### src/rtl/z_seq_wide_adder_pkg.sv
// Shared types and constants for the word-serial wide adder/subtractor.
package z_seq_wide_adder_pkg;

  // Controller states
  typedef enum logic [1:0] {
    StIdle = 2'd0,
    StRun  = 2'd1,
    StDone = 2'd2
  } state_e;

  localparam int unsigned DefaultN = 4;
  localparam int unsigned DefaultK = 4;

  // Width needed to index 0..count-1, never less than one bit
  function automatic int unsigned idx_width(input int unsigned count);
    return (count > 1) ? $clog2(count) : 1;
  endfunction

endpackage

### src/rtl/z_n_rca.sv
// n-bit ripple-carry adder slice, purely combinational.
module z_n_rca #(
  parameter int unsigned n = 4
) (
  input  logic [n-1:0] a,
  input  logic [n-1:0] b,
  input  logic         c_in,
  output logic [n-1:0] sum,
  output logic         c_out
);

  // Ripple the carry from bit 0 upward
  always_comb begin
    logic carry;
    carry = c_in;
    sum   = '0;
    for (int i = 0; i < int'(n); i++) begin
      sum[i] = a[i] ^ b[i] ^ carry;
      carry  = (a[i] & b[i]) | (carry & (a[i] ^ b[i]));
    end
    c_out = carry;
  end

endmodule

### src/rtl/z_seq_wide_adder.sv
// Word-serial wide adder/subtractor: sequences one n-bit RCA slice over k cycles.
module z_seq_wide_adder
  import z_seq_wide_adder_pkg::*;
#(
  parameter int unsigned n = DefaultN,
  parameter int unsigned k = DefaultK
) (
  input  logic           clk,
  input  logic           rst_n,
  input  logic           start,
  input  logic           sub,
  input  logic [n*k-1:0] a,
  input  logic [n*k-1:0] b,
  input  logic           c_in,
  output logic           ready,
  output logic           done,
  output logic [n*k-1:0] sum,
  output logic           c_out,
  output logic           ovf
);

  localparam int unsigned W     = n * k;
  localparam int unsigned IdxW  = idx_width(k);
  localparam int unsigned BaseW = idx_width(W);

  state_e          state_q;
  logic [W-1:0]    a_q, b_q, work_q, work_nxt;
  logic            carry_q, op_q;
  logic [IdxW-1:0] idx_q;
  logic [BaseW-1:0] base;
  logic [n-1:0]    slice_a, slice_b, slice_sum;
  logic            slice_co;
  logic            last;

  // Select the active slice and merge its sum into the working result
  always_comb begin
    base     = BaseW'(idx_q * n);
    slice_a  = a_q[base +: n];
    slice_b  = b_q[base +: n];
    work_nxt = work_q;
    work_nxt[base +: n] = slice_sum;
    last     = (idx_q == IdxW'(k - 1));
  end

  z_n_rca #(
    .n(n)
  ) u_rca (
    .a    (slice_a),
    .b    (slice_b),
    .c_in (carry_q),
    .sum  (slice_sum),
    .c_out(slice_co)
  );

  assign ready = (state_q == StIdle) || (state_q == StDone);

  // Controller FSM with registered results; subtract is a + ~b + ~c_in
  always_ff @(posedge clk or negedge rst_n) begin
    if (!rst_n) begin
      state_q <= StIdle;
      a_q     <= '0;
      b_q     <= '0;
      work_q  <= '0;
      carry_q <= 1'b0;
      op_q    <= 1'b0;
      idx_q   <= '0;
      done    <= 1'b0;
      sum     <= '0;
      c_out   <= 1'b0;
      ovf     <= 1'b0;
    end else begin
      unique case (state_q)
        StIdle, StDone: begin
          done <= 1'b0;
          if (start) begin
            a_q     <= a;
            b_q     <= sub ? ~b : b;
            carry_q <= sub ? ~c_in : c_in;
            op_q    <= sub;
            idx_q   <= '0;
            work_q  <= '0;
            state_q <= StRun;
          end else begin
            state_q <= StIdle;
          end
        end
        StRun: begin
          work_q  <= work_nxt;
          carry_q <= slice_co;
          idx_q   <= idx_q + IdxW'(1);
          if (last) begin
            state_q <= StDone;
            done    <= 1'b1;
            sum     <= work_nxt;
            c_out   <= op_q ? ~slice_co : slice_co;
            ovf     <= (a_q[W-1] == b_q[W-1]) && (work_nxt[W-1] != a_q[W-1]);
          end
        end
        default: state_q <= StIdle;
      endcase
    end
  end

endmodule
### config.mk
export PLATFORM = sky130hd
export DESIGN_NAME = z_seq_wide_adder
export DESIGN_NICKNAME = d
export VERILOG_FILES = /design/src/rtl/z_seq_wide_adder_pkg.sv /design/src/rtl/z_n_rca.sv /design/src/rtl/z_seq_wide_adder.sv
export SDC_FILE = /design/constraint.sdc
export NUM_CORES = 1
export LEC_CHECK = 0
export CORE_UTILIZATION = 23
export DETAILED_ROUTE_END_ITERATION = 10
export GPL_TIMING_DRIVEN = 0
export HOLD_SLACK_MARGIN = 0.15
export SLEW_MARGIN = 25
export SYNTH_ARGS = -nofsm -noshare
export SYNTH_HDL_FRONTEND = slang
export SYNTH_HIERARCHICAL = 1
export SYNTH_SLANG_ARGS = --single-unit
### constraint.sdc
create_clock -name clk -period 3.25 [get_ports clk]
set_input_delay 0.65 -clock clk [delete_from_list [all_inputs] [get_ports clk]]
set_output_delay 0.65 -clock clk [all_outputs]
set_load 0.02 [all_outputs]
==> results_dict.tcl, run 1 <==
set metrics [dict create \
    status "completed" \
    layout-drive-gt1-share_pct 14.3 \
    syn-instance-count 337 \
    synth_top_area_share_pct 51.6 \
    area_growth_pct 32.2 \
    routed_via_density 4.38 \
    gp_congestion 0.743 \
    endpoint_kind "flip-flop" \
    ant_nets 0 \
    finalHoldViolCount 0 \
    grt_antenna_before_repair 0 \
    finalSetupViolCount 0 \
    start_util_pct 24.0 \
    cp-start-kind "flip-flop" \
    power_density_nw_per_um2 1070 \
    hpwl_um 6240 \
    fin_cells 596 \
    path_clk_slew_ps 60 \
    grt_max_degree 53 \
    ir_drop_uv 416 \
    synth_compound_area_share_pct 13.4 \
    synth-xor-area-share_pct 4.46 \
    die_area_um2 15900 \
    grt_pass1_wl_um 14000 \
    dp.cells 577 \
    drt_first_iter_violations 175 \
    die_h_um 126 \
    ys_ff_latch 73 \
    synthMuxAreaShare_pct 6.83 \
    cts_tree "built" \
    synth_ff_type "dfrtp_1" \
    routed_wl_um 8500 \
    synth-simple-area-share_pct 14.6 \
    grtUsageTotal_pct 11.4 \
    arrival_ps 3320 \
    avgSynthCellArea_um2 10.5 \
    synth-edff-count 0 \
    regArea_um2 1830 \
    cts.path.max_buffers 2 \
    grt_remaining_overflow 0 \
    fin_ws_ps 188 \
    syn_nets 384 \
    post-place-ws_ps -423 \
    ys_types 36 \
    worstHoldPathType "input port to asynchronous set/reset pin" \
    wl_per_cell_um 14.3 \
    htree_levels 3 \
    max_freq_mhz 327 \
    async_flop_share_pct 100 \
    synth_area_leaders "dfrtp_1, nand2_1, mux4_2" \
    fp.dieW_um 126 \
    seq_area_frac_synth_pct 51.6 \
    synthAdderAreaFrac_pct 4.39 \
    crit_required_ps 3510 \
    synth_top_family_by_area "simple AND/OR/NAND/NOR gates" \
    dr_total_vias 2610 \
    fin_crit_sh_pct 94.2 \
    clockRootBuffer "clkbuf_16" \
    fillers 1515 \
    nNetsFinal 454 \
    grt_setup_unrepaired "false" \
    slew_viol_final 0 \
    ys_warn_count 6 \
    drc 0 \
    grt_pass1_vias 2809 \
    portBuffers 55 \
    maxCapViolCount 0 \
    p_leak_nw 2.01 \
    core_area_um2 14800 \
    slew_headroom_pct 70.1 \
    boundaryPins 57 \
    cts.sinks 73 \
    multiInputGateArea_um2 1550 \
    fin_crit_ps 3060 \
    post-synth-top-area-cell "dfrtp_1" \
    critPathMaxFanout 8 \
    tightest_slew_ps 448 \
    insertion_delay_ps 340 \
    insertedDiodeCount 0 \
    cts_made_buffers 9 \
    skew_ps 11.1 \
    fp-row-count 44 \
    path_class "flip-flop to flip-flop" \
    drt-pass1-iter-count 4 \
    synth_area_um2 3540 \
]
[critical path, stage by stage (launching register included)]
cell and delay (ps):
dfrtp_2 390, buf_12 140, mux4_2 530, fa_1 420, inv_1 70, fa_1 160
inv_1 50, fa_2 330, inv_2 70, fa_1 450, inv_4 130, a31oi_1 110
o21ai_1 150
[per-layer routing]
metal	wire length (µm)	track usage, %
met3	377	2.97
met4	155	4.89
met2	3870	17.8
met1	4100	14.8
met5	0	0
[cell usage in the layout (no fill, tap or decap), types with 2 or more instances in the layout]
| master | count |
|---|---|
| nand3_1 | 2 |
| a32oi_1 | 7 |
| mux2i_1 | 2 |
| ha_1 | 6 |
| inv_1 | 14 |
| xnor2_1 | 18 |
| inv_2 | 2 |
| a22oi_1 | 4 |
| clkbuf_16 | 9 |
| mux4_2 | 8 |
| and4bb_2 | 2 |
| clkbuf_1 | 4 |
| nand2_1 | 93 |
| o2bb2ai_1 | 9 |
| dfrtp_1 | 72 |
| clkdlybuf4s50_1 | 54 |
| o21ai_1 | 35 |
| clkinvlp_4 | 3 |
| inv_6 | 2 |
| fa_1 | 3 |
| mux2i_2 | 3 |
| nor2_1 | 3 |
| a31oi_1 | 4 |
| a32o_1 | 7 |
| nand2b_1 | 2 |
| nor2b_1 | 6 |
| buf_2 | 11 |
| buf_4 | 7 |
[path summary, 6_finish.rpt]
path                       cells after the start            startpoint              endpoint  slack [ps]
setup / recovery                              12  idx_q[0]$_DFFE_PN0P_    sum[7]$_DFFE_PN0P_         190
min in group clk                               2    a_q[0]$_DFFE_PN0P_    a_q[0]$_DFFE_PN0P_         480
hold / removal                                 1                 rst_n    sum[1]$_DFFE_PN0P_         210
hold reg to reg                                2    a_q[0]$_DFFE_PN0P_    a_q[0]$_DFFE_PN0P_         480
max in group asynchronous                      2                 rst_n  idx_q[0]$_DFFE_PN0P_        2480
setup reg to reg                              12  idx_q[0]$_DFFE_PN0P_    sum[7]$_DFFE_PN0P_         190
[per-stage QoR]
stage / cell area, µm² / TNS, ps / hold WS (ps) / utilization [%] / total power, mW
5_1_grt: 4670 / 0 / 218 / 31.7 / 5.34
4_1_cts: 4630 / 0 / 208 / 31.4 / 4.90
6_report: 4670 / 0 / 207 / 31.7 / 4.99
3_3_place_gp: 4320 / -64000 / 454 / 29.3 / 3.88
3_5_place_dp: 4350 / -3370 / 462 / 29.5 / 3.95
2_1_floorplan: 3540 / 0 / 354 / - / 3.12
[report_power, final]
part	leakage (nW)	internal (mW)	total [mW]	switching (mW)
Sequential	0.951	1.29	1.52	0.229
Combinational	0.931	1.03	2.54	1.51
Clock	0.128	0.522	0.930	0.409
Total	2.01	2.84	4.99	2.15
[what timing repair did]
| item | 4_1_cts | 5_1_grt |
|---|---|---|
| pin swaps | 0 | 3 |
| hold buffers | 0 | 0 |
| setup buffers | 1 | 3 |
| gates resized for setup | 2 | 8 |
| endpoints found under the setup margin | 9 | 8 |
[sequential cells by signal, indices dropped and copies added, names as in the netlist, 2 cells and up]
register / cells
b_q: 16
sum: 16
state_q: 2
work_q: 16
idx_q: 2
a_q: 16
[synth_stat cells, drive strengths merged (2+ instances only)]
library cell / instances
mux2i: 5
nor2b: 7
inv: 17
ha: 6
mux4: 8
a22oi: 4
and4bb: 2
o2bb2ai: 9
nand2b: 2
a32oi: 7
o21ai: 35
fa: 4
xnor2: 18
a31oi: 4
dfrtp: 73
clkbuf: 6
a32o: 7
buf: 14
nand2: 93
nor2: 3
nand3: 2
[cells by family (layout without fill, tap and decap cells)]
group	after synthesis	count (layout)
buffers and inverters	37	112
AOI/OAI and AO/OA	70	70
muxes	13	13
adders and majority gates	10	10
xor gates and xnor gates	18	18
and+or+nand+nor	116	116
DFF	73	73
[final cells by class]
type / instances / area share [%]
sequential: 73 / 39.1
multi-input combinational: 227 / 33.2
timing repair buffer: 60 / 13.0
tap: 184 / 4.93
clock buffer: 9 / 4.82
buffer: 19 / 2.41
inverter: 17 / 1.42
clock inverter: 7 / 1.15
(Power assumes the default switching activity.)
==> run 2: changes to the inputs <==
CORE_UTILIZATION = 48   (was 23)
PLACE_DENSITY = 0.76   (was unset)
TNS_END_PERCENT = 5   (was unset)
==> run 2 against run 1 <==
Combinational power decreased by 2%. Clock-buffer cell count increased by 2. Clock skew increased by 2.4 ps. Worst setup slack got worse by 69 ps. Hold slack got worse by 43 ps. Total power decreased by 3.9%. Sequential cell count unchanged. Sequential power about the same. Fmax decreased by 2.2%. Global-route usage increased by 11 points. Sequential share of layout area increased by 1.4 points. Critical path depth unchanged.
==> results_dict.tcl, run 2 (synthesis results as in run 1) <==
set metrics [dict create \
    core_area_um2 6940 \
    grt_max_degree 57 \
    cp_cell_sequence "buf_12, mux4_2, fa_1, inv_1, fa_1, inv_1, fa_1, inv_1, fa_1, inv_4, a32oi_1, o21ai_1" \
    boundaryPins 57 \
    swShare_pct 42.2 \
    fin_crit_ps 3130 \
    layout-drive-gt1-share_pct 13.6 \
    grtUsageTotal_pct 22.2 \
    fp.dieW_um 87.8 \
    die_h_um 87.8 \
    drt_first_iter_violations 198 \
    routed_via_density 5.21 \
    dr_wl_met3_um 335 \
    final_common_cell "nand2_1" \
    path_class "flip-flop to flip-flop" \
    area_growth_pct 27.5 \
    critPathMaxFanout 9 \
    cts_tree "built" \
    gp_congestion 0.756 \
    grt_antenna_before_repair 0 \
    maxCapViolCount 0 \
    post-route-util_pct 65.0 \
    ir_drop_uv 520 \
    crit_slowest_cell "mux4_2" \
    die_area_um2 7720 \
    holdBufCountCts 0 \
    portBuffers 55 \
    layout_common_cells "nand2_1, dfrtp_1, clkdlybuf4s50_1, o21ai_1, xnor2_1" \
    dp.cells 489 \
    post-place-ws_ps -435 \
    cp_common_cell "fa_1" \
    routed.top_layer "met4" \
    worstHoldPathType "input port to asynchronous set/reset pin" \
    cts_made_buffers 9 \
    dr_total_vias 2646 \
    grt_pass1_wl_um 12800 \
    finalSetupViolCount 0 \
    nNetsFinal 456 \
    arrival_ps 3410 \
    crit_required_ps 3530 \
    status "completed" \
    cp-start-kind "flip-flop" \
    p_sw_mw 2.02 \
    fin_crit_sh_pct 96.3 \
    fin_setup_tns_ps 0 \
    cts.path.max_buffers 2 \
    path_delay_family "adder cells" \
    clockRootBuffer "clkbuf_8" \
    drt-pass1-iter-count 5 \
    slew_viol_final 0 \
    met1_length_um 3510 \
    slew_headroom_pct 71.7 \
    met2WireLength_um 3620 \
    p_leak_nw 2.00 \
    finalHoldViolCount 0 \
    tightest_slew_ps 425 \
    fin_ws_ps 119 \
    path_clk_slew_ps 80 \
    slowest_delay_ps 530 \
    insertion_delay_ps 350 \
    fillers 583 \
    insertedDiodeCount 0 \
    p_seq_share_pct 31.7 \
    routed_wl_um 7600 \
    ant_nets 0 \
    start_util_pct 50.9 \
    skew_ps 13.6 \
    power_frac_comb_pct 51.9 \
    cts.sinks 73 \
    power_density_nw_per_um2 1060 \
    endpoint_kind "flip-flop" \
    drc 0 \
    hpwl_um 5440 \
    max_freq_mhz 319 \
    p_int_mw 2.77 \
    grt_pass1_vias 2650 \
    total_power_mw 4.79 \
    htree_levels 3 \
    grt_remaining_overflow 0 \
    fin_cells 508 \
    fp-row-count 30 \
    clockPowerShare_pct 16.4 \
    wl_per_cell_um 15.0 \
    path_buf_inv 5 \
]
==> run 2: changes by cell type in the layout (fill, tap and decap cells not counted), sizes merged <==
cell      before  now
clkinvlp       3    0
inv           19   17
clkbuf        14   16
clkinv         2    1
buf           20   22
bufinv         0    2
==> run 2: through the flow <==
stage               instance area (µm²)  hold WS (ps)
detailed placement                 4240           462
floorplan                          3540           354
finish                             4510           165
global route                       4510           182
global placement                   4210           453
CTS                                4460           165
==> run 2: worst reg2reg max path: cells and delay by family (launching register included) <==
kind / cells / cell delay, ps
adders and majority gates: 4 / 1410
muxes: 1 / 530
buffers and inverters: 5 / 470
DFF: 1 / 400
AOI/OAI and AO/OA: 2 / 260
==> run 2: layout make-up <==
type / count / area, µm² / area share, %
clock buffers: 11 / 151 / 3.36
well taps: 96 / 120 / 2.66
clock inverters: 3 / 65.1 / 1.44
inverters: 17 / 66.3 / 1.47
repair buffers: 62 / 621 / 13.8
multi-input cells: 227 / 1550 / 34.3
plain buffers: 19 / 113 / 2.50
flip-flops and latches: 73 / 1830 / 40.5
==> run 2: power groups by stage <==
stage                     logic (mW)  registers, mW  clock network, mW
after floorplan                 1.56           1.56                  0
after global placement          2.30           1.52                  0
after detailed placement        2.36           1.54                  0
after CTS                       2.39           1.51              0.794
after global routing            2.73           1.56              0.831
final                           2.49           1.52              0.787
==> run 2: path summary, 6_finish.rpt <==
path	cells after the start	endpoint	from	slack, ps
hold reg to reg	2	a_q[2]$_DFFE_PN0P_	a_q[2]$_DFFE_PN0P_	470
min in group clk	2	a_q[2]$_DFFE_PN0P_	a_q[2]$_DFFE_PN0P_	470
max in group asynchronous	2	idx_q[0]$_DFFE_PN0P_	rst_n	2520
setup reg to reg	12	sum[11]$_DFFE_PN0P_	idx_q[0]$_DFFE_PN0P_	120
hold / removal	1	sum[5]$_DFFE_PN0P_	rst_n	160
setup / recovery	12	sum[11]$_DFFE_PN0P_	idx_q[0]$_DFFE_PN0P_	120
==> run 2: layer usage <==
layer | vias to the layer above | global-route usage [%]
met5 | - | 0
met4 | 0 | 9.39
met3 | 13 | 4.05
met2 | 77 | 34.6
met1 | 1263 | 30.7
li1 | 1293 | -
==> run 2: repair_timing <==
item | CTS | global route
pin swaps | 0 | 1
setup buffers | 1 | 5
gates resized for setup | 2 | 5
endpoints found under the setup margin | 9 | 8
==> variant: new RTL, flow settings as in run 1 <==
Register the output `ovf` once more; this adds one clock of latency there. The other outputs are not delayed to match.
--- a/src/rtl/z_seq_wide_adder.sv
+++ b/src/rtl/z_seq_wide_adder.sv
@@ -24,2 +24,4 @@
   localparam int unsigned BaseW = idx_width(W);
+
+  logic ovf_s0;
 
@@ -69,3 +71,3 @@
       c_out   <= 1'b0;
-      ovf     <= 1'b0;
+      ovf_s0  <= 1'b0;
     end else begin
@@ -95,3 +97,3 @@
             c_out   <= op_q ? ~slice_co : slice_co;
-            ovf     <= (a_q[W-1] == b_q[W-1]) && (work_nxt[W-1] != a_q[W-1]);
+            ovf_s0  <= (a_q[W-1] == b_q[W-1]) && (work_nxt[W-1] != a_q[W-1]);
           end
@@ -103,2 +105,6 @@
 
+  always_ff @(posedge clk) begin
+    ovf <= ovf_s0;
+  end
+
 endmodule
Function: changed (a bounded check fails within 10 cycles, from zero or initial values and one cycle with rst_n low).
==> variant against run 1 <==
  * Largest power group unchanged
  * Setup slack worse by 0.036 ns
  * Combinational power is essentially flat
  * Synthesized cell count grew 0.30%
  * Clock power up 8%
  * Cell area rose by 1.3%
  * First-iteration DRC count down 25%
  * Total power up 1.5%
  * Critical path type unchanged
  * Wire length decreased by 1.8%
  * Sequential cell count up 1
  * Clock skew shrank 0.0031 ns
  * Area after synthesis rose by 0.57%
  * Via count is 3.6% higher
  * Critical endpoint is now work_q[15]
==> variant: results <==
{
  "grtUsageTotal_pct": 11.0,
  "leakage_nw": 2.05,
  "fin_skew_ns": 0.00799,
  "arrival_ns": 3.36,
  "max-slew-margin-rel_pct": 70.9,
  "synth.yosys.seq_area_share_pct": 51.9,
  "wire_per_inst_um": 13.8,
  "grt_start_max_net_pins": 48,
  "met1_length_um": 3860,
  "ys_types": 37,
  "hpwl_um": 6190,
  "syn_nets": 385,
  "synth_top_cells_by_area": "dfrtp_1 (51%), nand2_1 (9.8%), mux4_2 (5.1%)",
  "via_per_inst": 4.49,
  "met3_length_um": 470,
  "insertion_delay_ns": 0.33,
  "wl_met2_um": 3850,
  "nNetsFinal": 457,
  "grt_pass1_wl_um": 13600,
  "drtIter0Drc": 132,
  "rrSetupSlack_ns": 0.15,
  "crit_fanout": 9,
  "status": "completed",
  "async_flop_share_pct": 98.6,
  "drive_gt1_share_pct": 13.7,
  "place.gp.congestion": 0.740,
  "grt_util_met2_pct": 16.8,
  "grt_pass1_vias": 2676,
  "grt.met3_usage_pct": 3.21
}
variant: cell type report:
cell class / count / area (um2)
fill: 1522 / 10400
sequential: 74 / 1850
multi-input combinational: 227 / 1550
timing repair buffer: 62 / 621
clock buffer: 12 / 256
tap: 188 / 235
buffer: 19 / 113
inverter: 17 / 66.3
clock inverter: 4 / 50.0
variant: how the worst min path moves through the flow:
| stage | endpoint | slack (ns) | depth (start not counted) |
|---|---|---|---|
| after floorplan | a_q[0] | 0.35 | 0 |
| after global placement | ovf | 0.39 | 0 |
| after detailed placement | ovf | 0.39 | 0 |
| after CTS | sum[15] | 0.24 | 1 |
| after global routing | c_out | 0.25 | 1 |
| final | sum[15] | 0.23 | 1 |
variant: where the power goes:
part           internal, W  total [W]  switching [W]
clock             0.000635    0.00100       0.000370
sequential         0.00130    0.00153       0.000225
combinational      0.00103    0.00253        0.00150
total              0.00296    0.00506        0.00210
variant: through the flow:
| step | cells | cell area [um2] | util, % | setup WS, ns |
|---|---|---|---|---|
| finish | 603 | 4740 | 31.3 | 0.152 |
| global route | 603 | 4740 | 31.3 | 0.00417 |
| detailed placement | 582 | 4370 | 28.9 | -0.459 |
| global placement | 581 | 4350 | 28.7 | -1.13 |
| floorplan | 338 | 3560 | - | 0.0582 |
| CTS | 598 | 4680 | 30.9 | 0.0496 |
variant: kinds of logic after synthesis:
kind of cell / after synthesis / synth area share (%)
buffers and inverters: 37 / 4.61
and+or+nand+nor: 116 / 14.5
muxes: 13 / 6.79
AOI/OAI and AO/OA: 70 / 13.4
xor gates and xnor gates: 18 / 4.43
adders and majority gates: 10 / 4.36
DFF: 74 / 51.9
